## config.mk

```make
export PLATFORM = sky130hd
export DESIGN_NAME = acc_req_arbiter
export DESIGN_NICKNAME = d
export VERILOG_FILES = /design/src/rtl/acc_req_arbiter.sv
export SDC_FILE = /design/constraint.sdc
export NUM_CORES = 1
export LEC_CHECK = 0
export CAP_MARGIN = 10
export CORE_AREA = 2 2 208 210
export CTS_CLUSTER_DIAMETER = 200
export DETAILED_ROUTE_END_ITERATION = 16
export DIE_AREA = 0 0 210 212
export GPL_TIMING_DRIVEN = 0
export SLEW_MARGIN = 15
export SYNTH_ARGS = -nofsm -noshare
export SYNTH_HDL_FRONTEND = slang
export SYNTH_SLANG_ARGS = --single-unit
```

## constraint.sdc

```tcl
create_clock -name clk_i -period 2.73 [get_ports clk_i]
set_input_delay 0.4095 -clock clk_i [delete_from_list [all_inputs] [get_ports clk_i]]
set_output_delay 0.4095 -clock clk_i [all_outputs]
set_load 0.02 [all_outputs]
```

## src/rtl/acc_req_arbiter.sv

```systemverilog
// Round-robin arbiter sharing one accelerator port between NumReq requesters.
// Grants lock until accepted; an in-order FIFO routes responses back to their source.
module acc_req_arbiter #(
   parameter int NumReq         = 2,
   parameter int ReqWidth       = 128,
   parameter int RespWidth      = 64,
   parameter int MaxOutstanding = 4
) (
   input  logic                               clk_i,
   input  logic                               rst_i,
   input  logic [NumReq*ReqWidth-1:0]         req_data_i,
   input  logic [NumReq-1:0]                  req_valid_i,
   output logic [NumReq-1:0]                  req_ready_o,
   output logic [RespWidth-1:0]               resp_data_o,
   output logic [NumReq-1:0]                  resp_valid_o,
   input  logic [NumReq-1:0]                  resp_ready_i,
   output logic [ReqWidth-1:0]                acc_req_data_o,
   output logic                               acc_req_valid_o,
   input  logic                               acc_req_ready_i,
   input  logic [RespWidth-1:0]               acc_resp_data_i,
   input  logic                               acc_resp_valid_i,
   output logic                               acc_resp_ready_o,
   output logic [$clog2(MaxOutstanding+1)-1:0] outstanding_o,
   output logic                               orphan_resp_o
);

   localparam int IdxW = (NumReq > 1) ? $clog2(NumReq) : 1;
   localparam int PtrW = (MaxOutstanding > 1) ? $clog2(MaxOutstanding) : 1;
   localparam int CntW = $clog2(MaxOutstanding+1);
   localparam logic [IdxW-1:0] LastReq  = IdxW'(NumReq-1);
   localparam logic [PtrW-1:0] LastSlot = PtrW'(MaxOutstanding-1);
   localparam logic [CntW-1:0] Depth    = CntW'(MaxOutstanding);

   logic [IdxW-1:0] rr_ptr_q;
   logic            lock_q;
   logic [IdxW-1:0] lock_idx_q;
   logic [IdxW-1:0] cand;
   logic [IdxW-1:0] scan;
   logic            found;
   logic [IdxW-1:0] gnt;
   logic            accept;

   logic [IdxW-1:0] fifo_mem_q [MaxOutstanding];
   logic [PtrW-1:0] wr_ptr_q;
   logic [PtrW-1:0] rd_ptr_q;
   logic [CntW-1:0] cnt_q;
   logic            fifo_empty;
   logic            fifo_full;
   logic [IdxW-1:0] head;
   logic            pop;

   // First valid requester at or after the pointer, wrapping modulo NumReq
   always_comb begin
      cand  = rr_ptr_q;
      found = 1'b0;
      scan  = rr_ptr_q;
      for (int k = 0; k < NumReq; k++) begin
         if (!found && req_valid_i[scan]) begin
            cand  = scan;
            found = 1'b1;
         end
         scan = (scan == LastReq) ? '0 : scan + 1'b1;
      end
   end

   assign fifo_empty = (cnt_q == '0);
   assign fifo_full  = (cnt_q == Depth);
   assign gnt        = lock_q ? lock_idx_q : cand;

   assign acc_req_valid_o = ((|req_valid_i) | lock_q) & ~fifo_full;
   assign acc_req_data_o  = req_data_i[int'(gnt)*ReqWidth +: ReqWidth];
   assign accept          = acc_req_valid_o & acc_req_ready_i;

   always_comb begin
      req_ready_o = '0;
      if (accept) req_ready_o[gnt] = 1'b1;
   end

   assign head        = fifo_mem_q[rd_ptr_q];
   assign resp_data_o = acc_resp_data_i;

   // Empty FIFO: sink the stray response so the accelerator never stalls on it
   always_comb begin
      resp_valid_o     = '0;
      acc_resp_ready_o = acc_resp_valid_i;
      if (!fifo_empty) begin
         resp_valid_o[head] = acc_resp_valid_i;
         acc_resp_ready_o   = resp_ready_i[head];
      end
   end

   assign pop = acc_resp_valid_i & acc_resp_ready_o & ~fifo_empty;

   always_ff @(posedge clk_i or posedge rst_i) begin
      if (rst_i) begin
         rr_ptr_q   <= '0;
         lock_q     <= 1'b0;
         lock_idx_q <= '0;
      end else if (accept) begin
         rr_ptr_q <= (gnt == LastReq) ? '0 : gnt + 1'b1;
         lock_q   <= 1'b0;
      end else if (acc_req_valid_o) begin
         lock_q     <= 1'b1;
         lock_idx_q <= gnt;
      end
   end

   always_ff @(posedge clk_i) begin
      if (accept) fifo_mem_q[wr_ptr_q] <= gnt;
   end

   always_ff @(posedge clk_i or posedge rst_i) begin
      if (rst_i) begin
         wr_ptr_q      <= '0;
         rd_ptr_q      <= '0;
         cnt_q         <= '0;
         orphan_resp_o <= 1'b0;
      end else begin
         if (accept) wr_ptr_q <= (wr_ptr_q == LastSlot) ? '0 : wr_ptr_q + 1'b1;
         if (pop) rd_ptr_q <= (rd_ptr_q == LastSlot) ? '0 : rd_ptr_q + 1'b1;
         if (accept && !pop) cnt_q <= cnt_q + 1'b1;
         else if (pop && !accept) cnt_q <= cnt_q - 1'b1;
         orphan_resp_o <= acc_resp_valid_i & fifo_empty;
      end
   end

   assign outstanding_o = cnt_q;

endmodule

```

==> results.yml, run 1 <==
sta:
  hold_viol: 0
  setup-violations-final: 0
  period_needed_ns: 2.65
  worst_pin_slew_ns: 0.418
  drv_slew: 0
  max_freq_ghz: 0.377
  rsz0062_at_grt: "true"
  fin_skew_ns: 0.00112
  relSlewSlack_pct: 72.1
  fin_crit_sh_pct: 97.3
  worst_slack_ns: 0.0750
final_layout:
  drive_gt1_share_pct: 23.3
  diodes: 0
  fin_util_pct: 19.4
  final_net_count: 1086
  final_cell_mix: "clkdlybuf4s50_1, mux2_1, dlygate4sd2_1"
  final_common_cell: "clkdlybuf4s50_1"
  synthToLayoutAreaGrowth_pct: 189
  final_cells: 1296
place:
  io_buffers: 465
  hpwl_um: 15800
  pre_cts_ws_ns: -0.851
  dp_cells: 1285
  place.gp.congestion: 0.809
setup_path:
  cp_max_fo: 10
  critPathTopFamily: "buffers and inverters"
  arrival_ns: 2.25
  worstSetupStartpointType: "flop"
  slowest_stage: "dfrtp_1"
  required_ns: 2.32
  critPathKind: "reg -> out"
  crit_buf_inv: 4
  crit_top_cell: "buf_12"
  critical_path_depth: 7
  worstRegToRegCells: 8
  cp-end-kind: "primary output"
  max_stage_delay_ns: 0.38
  crit_chain: "maj3_2 -> mux2i_4 -> buf_6 -> buf_12 -> buf_12 -> mux2_2 -> clkdlybuf4s15_2"
floorplan:
  die_w_um: 210
  fp.dieH_um: 212
  rows: 76
  io_pins: 530
  dieArea_um2: 44500
  initial_core_util_pct: 6.73
  coreArea_um2: 42500
logic_synthesis:
  synthesis.nets: 609
  avgSynthCellArea_um2: 10.4
  seq_area_frac_synth_pct: 13.8
  synthCells: 274
  synth.distinct_cells: 25
  synth_seq_cells: 15
  yosysWarnings: 0
  netlist_area_um2: 2860
cts:
  htreeDepth: 1
  clkLatencyLatePin_ns: 0.24
  clockBufferDepth: 2
  clockRootBuffer: "clkbuf_16"
  clk_pin_slew_ns: 0.05
  clock-sinks: 15
  cts_tree: "built"
  numCtsBuffers: 3
pwr:
  leakage_nw: 3.35
  cell_internal_pwr_w: 0.00298
  pwr-share-comb_pct: 87.3
  p_sw_w: 0.00262
  vdd_drop_max_uv: 365
  power_frac_seq_pct: 7.7
  p_per_area_nw_per_um2: 679
  clkPwrFrac_pct: 5.0
  p_sw_share_pct: 46.8
detailed_routing:
  avgViaCountPerCell: 2.96
  firstDrtPassIters: 4
  vias: 3831
  ant_nets: 0
  drt_iter0_markers: 45
  totalWireLength_um: 17900
  wl_per_cell_um: 13.8
  drc: 0
job:
  cap_violations: 0
hold_path:
  min_path_type: "in -> async"
grt:
  grt_pass1_vias: 3981
  grt_pass1_wl_um: 24300
  grt_overflow: 0
  grt_usage_pct: 7.29
  grt_max_degree: 12
  antenna_found_initial: 1
outcome:
  outcome: "completed"
power groups by stage:
stage,clock [W],combinational (W),sequential (W)
after floorplan,0,0.00268,0.000449
after global placement,0,0.00504,0.000433
after detailed placement,0,0.00505,0.000437
after CTS,0.000286,0.00497,0.000435
after global routing,0.000297,0.00523,0.000452
final,0.000281,0.00489,0.000434
cells by family after synthesis:
group | share of synthesized area (%)
flops | 13.8
mux | 55.1
fa+ha+maj | 3.72
compound gates | 0.657
xor+xnor | 0.919
buf+inv | 22.5
simple gates | 3.28
cells in the mapped netlist:
cell	instances	area [um2]
mux2_1	90	1010
buf_4	65	488
mux2_2	45	507
dfrtp_1	11	275
nor2_1	10	37.5
buf_6	9	101
inv_1	8	30.0
ha_1	6	75.1
and3_1	5	31.3
buf_2	4	20.0
edfxtp_1	4	120
a21oi_1	2	10.0
nand2_1	2	7.51
xor2_1	2	17.5
a31o_2	1	8.76
fa_1	1	20.0
inv_2	1	3.75
maj3_2	1	11.3
mux2i_1	1	10.0
mux2i_4	1	22.5
mux4_2	1	22.5
nor2b_1	1	6.26
nor3_1	1	5.00
or3_1	1	6.26
xnor2_1	1	8.76
final timing paths:
kind	start	end	slack, ns
worst max register to register	rd_ptr_q[0]	outstanding_o[1]	0.20
worst min register to register	rd_ptr_q[1]	rd_ptr_q[1]	0.53
worst min-delay path	rst_i	rd_ptr_q[1]	0.47
worst max-delay path	rr_ptr_q	acc_req_data_o[94]	0.08
min in group clk_i	rd_ptr_q[1]	rd_ptr_q[1]	0.53
max in group asynchronous	rst_i	outstanding_o[1]	1.97
state kept, by name (all words and copies together) (netlist names):
name / count
lock_idx_q: 1
fifo_mem_q: 4
outstanding_o: 3
rd_ptr_q: 2
orphan_resp_o: 1
rr_ptr_q: 1
wr_ptr_q: 2
lock_q: 1
layout make-up:
type / count / area, um2
sequential: 15 / 395
clock buffer: 4 / 78.8
inverter: 9 / 33.8
buffer: 78 / 681
timing repair buffer: 472 / 4560
tap: 546 / 683
multi-input combinational: 172 / 1830
fill: 4686 / 34200
routing by layer:
metal	GRT usage, %	wire length (um)	up-vias	part of all wire [%]
li1	-	-	1853	-
met1	8.16	6840	1717	38
met2	14.1	9370	251	52
met3	2.25	1630	8	9.1
met4	0.440	74	2	0.41
met5	0	13	-	0.073
timing repair:
item,4_1_cts,5_1_grt
endpoints found under the setup margin,132,84
resized for setup,215,52
hold buffers,0,0
endpoints found under the hold margin,0,0
gates cloned,1,0
pin swaps,1,1
buffers inserted,5,1
through the flow:
stage | hold slack [ns] | setup TNS (ns) | cell area, um2 | total power [W]
after floorplan | 0.262 | 0 | 2860 | 0.00313
after global placement | 0.518 | -73.11 | 8200 | 0.00547
after detailed placement | 0.525 | -76.07 | 8200 | 0.00549
after CTS | 0.488 | 0 | 8270 | 0.00569
after global routing | 0.524 | -0.00196 | 8260 | 0.00598
final | 0.466 | 0 | 8260 | 0.00561
No activity file was read; power rests on OpenSTA's default activity.
==> run 2: changes to the inputs <==
--- a/config.mk
+++ b/config.mk
@@ -5,6 +5,7 @@
 export SDC_FILE = /design/constraint.sdc
 export NUM_CORES = 1
 export LEC_CHECK = 0
+export ABC_AREA = 0
 export CAP_MARGIN = 10
 export CORE_AREA = 2 2 208 210
 export CTS_CLUSTER_DIAMETER = 200
==> results of run 2 <==
The final DEF is identical to that of run 1; final timing and power are the same.
==> run 3: changes to the inputs <==
--- a/config.mk
+++ b/config.mk
@@ -7,10 +7,11 @@
 export LEC_CHECK = 0
 export ABC_AREA = 0
 export CAP_MARGIN = 10
-export CORE_AREA = 2 2 208 210
+export CORE_AREA = 2 2 203 205
+export CTS_BUF_LIST = sky130_fd_sc_hd__clkbuf_4 sky130_fd_sc_hd__clkbuf_8 sky130_fd_sc_hd__clkbuf_16
 export CTS_CLUSTER_DIAMETER = 200
 export DETAILED_ROUTE_END_ITERATION = 16
-export DIE_AREA = 0 0 210 212
+export DIE_AREA = 0 0 205 207
 export GPL_TIMING_DRIVEN = 0
 export SLEW_MARGIN = 15
 export SYNTH_ARGS = -nofsm -noshare
==> constraint.sdc (replaced) <==
create_clock -name clk_i -period 3.39 [get_ports clk_i]
set_input_delay 0.5085 -clock clk_i [delete_from_list [all_inputs] [get_ports clk_i]]
set_output_delay 0.5085 -clock clk_i [all_outputs]
set_load 0.02 [all_outputs]
==> results.yml, run 3 (synthesis results as in run 1) <==
detailed_routing:
  drc: 0
  totalWireLength_um: 16700
  vias: 3845
  wl_per_cell_um: 13.1
  ant_nets: 0
  drt_iter0_markers: 40
  firstDrtPassIters: 4
  avgViaCountPerCell: 3.01
setup_path:
  r2r_setup_slack_ns: 0.85
  cp-startpoint: "req_valid_i[0]"
  critical_path_depth: 8
  r2r_end: "outstanding_o[2]"
  max_stage_delay_ns: 0.47
  slowest_stage: "clkdlybuf4s50_1"
  timing.rr.start: "rd_ptr_q[0]"
  critPathTopFamily: "buffers and inverters"
  critPathKind: "in -> out"
  arrival_ns: 2.70
  worstSetupStartpointType: "primary input"
  required_ns: 2.88
  cp_max_fo: 10
  worstRegToRegCells: 10
  cp-endpoint: "acc_req_data_o[28]"
  crit_buf_inv: 5
  cp-end-kind: "primary output"
  crit_chain: "clkdlybuf4s50_1 -> inv_1 -> maj3_2 -> mux2i_4 -> buf_12 -> buf_6 -> mux2_1 -> dlygate4sd2_1"
cts:
  cts_hold_buf: 0
  clockRootBuffer: "clkbuf_16"
  numCtsBuffers: 3
  clk_pin_slew_ns: 0.05
  clockBufferDepth: 2
  htreeDepth: 1
  clkLatencyLatePin_ns: 0.24
  clock-sinks: 15
  cts_tree: "built"
pwr:
  p_sw_w: 0.00198
  leakage_nw: 3.72
  pwr-share-comb_pct: 86.6
  p_per_area_nw_per_um2: 515
  cell_internal_pwr_w: 0.00231
  vdd_drop_max_uv: 224
  clkPwrFrac_pct: 5.3
  p_sw_share_pct: 46.1
  power_frac_seq_pct: 8.1
floorplan:
  initial_core_util_pct: 7.08
  fp.dieH_um: 207
  dieArea_um2: 42400
  coreArea_um2: 40400
  io_pins: 530
  rows: 74
  die_w_um: 205
place:
  io_buffers: 465
  place.gp.congestion: 0.737
  dpl_cell_area_um2: 8180
  hpwl_um: 15000
  dp_cells: 1271
sta:
  hold_viol: 0
  period_needed_ns: 3.21
  fin_crit_sh_pct: 94.8
  rsz0062_at_grt: "false"
  drv_slew: 0
  worst_pin_slew_ns: 0.454
  setup-violations-final: 0
  timing.hold.ws_ns: 0.524
  max_freq_ghz: 0.311
  fin_skew_ns: 0.00163
  relSlewSlack_pct: 69.7
final_layout:
  final_cell_mix: "clkdlybuf4s50_1, mux2_1, dlygate4sd2_1"
  drive_gt1_share_pct: 17.9
  finalInstanceArea_um2: 8320
  final_common_cell: "clkdlybuf4s50_1"
  final_cells: 1277
  seqCellArea_um2: 395
  synthToLayoutAreaGrowth_pct: 191
  fillCellCount: 4478
  largest_reg_flops: 4
  final_net_count: 1080
  multi_input_area_um2: 1820
  regMostFlops: "fifo_mem_q"
job:
  cap_violations: 0
grt:
  grt_pass1_vias: 3963
  grt_usage_pct: 6.93
  antenna_found_initial: 1
  grt_pass1_wl_um: 22800
  grt_max_degree: 12
  grt_overflow: 0
outcome:
  outcome: "completed"
hold_path:
  min_path_type: "reg -> reg"
  whs_path_depth: 1
## run 3: cell count changes in the layout (fill, tap and decap cells not counted), sizes merged
| cell | change |
|---|---|
| buf | -18 |
| clkbuf | -10 |
| clkdlybuf4s15 | -35 |
| clkdlybuf4s50 | +4 |
| clkinv | +1 |
| diode | +1 |
| dlygate4sd2 | +1 |
| dlymetal6s2s | +51 |
## run 3: metal layers
metal	vias up	GRT usage, %	wire, um
met4	0	0.794	114
met5	-	0	0
met3	6	1.65	1720
li1	1842	-	-
met1	1725	6.86	5650
met2	272	14.5	9190
## run 3: worst register-to-register path, cell delays in order, from the launching register on
cell	delay, ns
dfrtp_1	0.40
mux4_2	0.57
mux2i_1	0.28
nor2_1	0.13
inv_1	0.07
ha_1	0.17
inv_1	0.06
fa_1	0.37
xor2_1	0.17
nor2_1	0.11
xor2_1	0.14
## run 3: area by class of cell
cell class              count  share of cell area (%)
repair buffers            466                    56.4
multi-input cells         172                    21.9
well taps                 532                    8.00
plain buffers              78                    7.59
flip-flops and latches     15                    4.75
clock buffers               3                   0.902
inverters                   9                   0.406
clock inverters             1                  0.0601
diodes                      1                  0.0301
## run 3: power by group through the flow
stage | Clock, W | Sequential, W | Combinational [W]
after floorplan | 0 | 0.000362 | 0.00216
after global placement | 0 | 0.000352 | 0.00402
after detailed placement | 0 | 0.000356 | 0.00403
after CTS | 0.000232 | 0.000353 | 0.00386
after global routing | 0.000239 | 0.000367 | 0.00397
final | 0.000226 | 0.000349 | 0.00371
## run 3: timing repair
item / 4_1_cts / 5_1_grt
setup endpoints to repair: 130 / 51
resized for setup: 81 / 54
gates cloned: 0 / 0
setup buffers: 1 / 0
## run 3: how the worst min path moves through the flow
stage | from | end | slack, ns
final | rr_ptr_q | rr_ptr_q | 0.52
after global routing | rr_ptr_q | rr_ptr_q | 0.54
after CTS | rr_ptr_q | rr_ptr_q | 0.53
after detailed placement | rr_ptr_q | rr_ptr_q | 0.52
after global placement | rr_ptr_q | rr_ptr_q | 0.51
after floorplan | rst_i | lock_idx_q | 0.36
## run 3: metrics by stage
stage	TNS, ns	total power [W]	util, %	setup slack [ns]
global route	0	0.00458	20.6	0.0458
CTS	-3.23	0.00445	20.3	-0.127
global placement	-27.61	0.00437	20.3	-0.451
finish	0	0.00429	20.6	0.178
detailed placement	-26.14	0.00439	20.3	-0.428
floorplan	0	0.00252	-	0.852
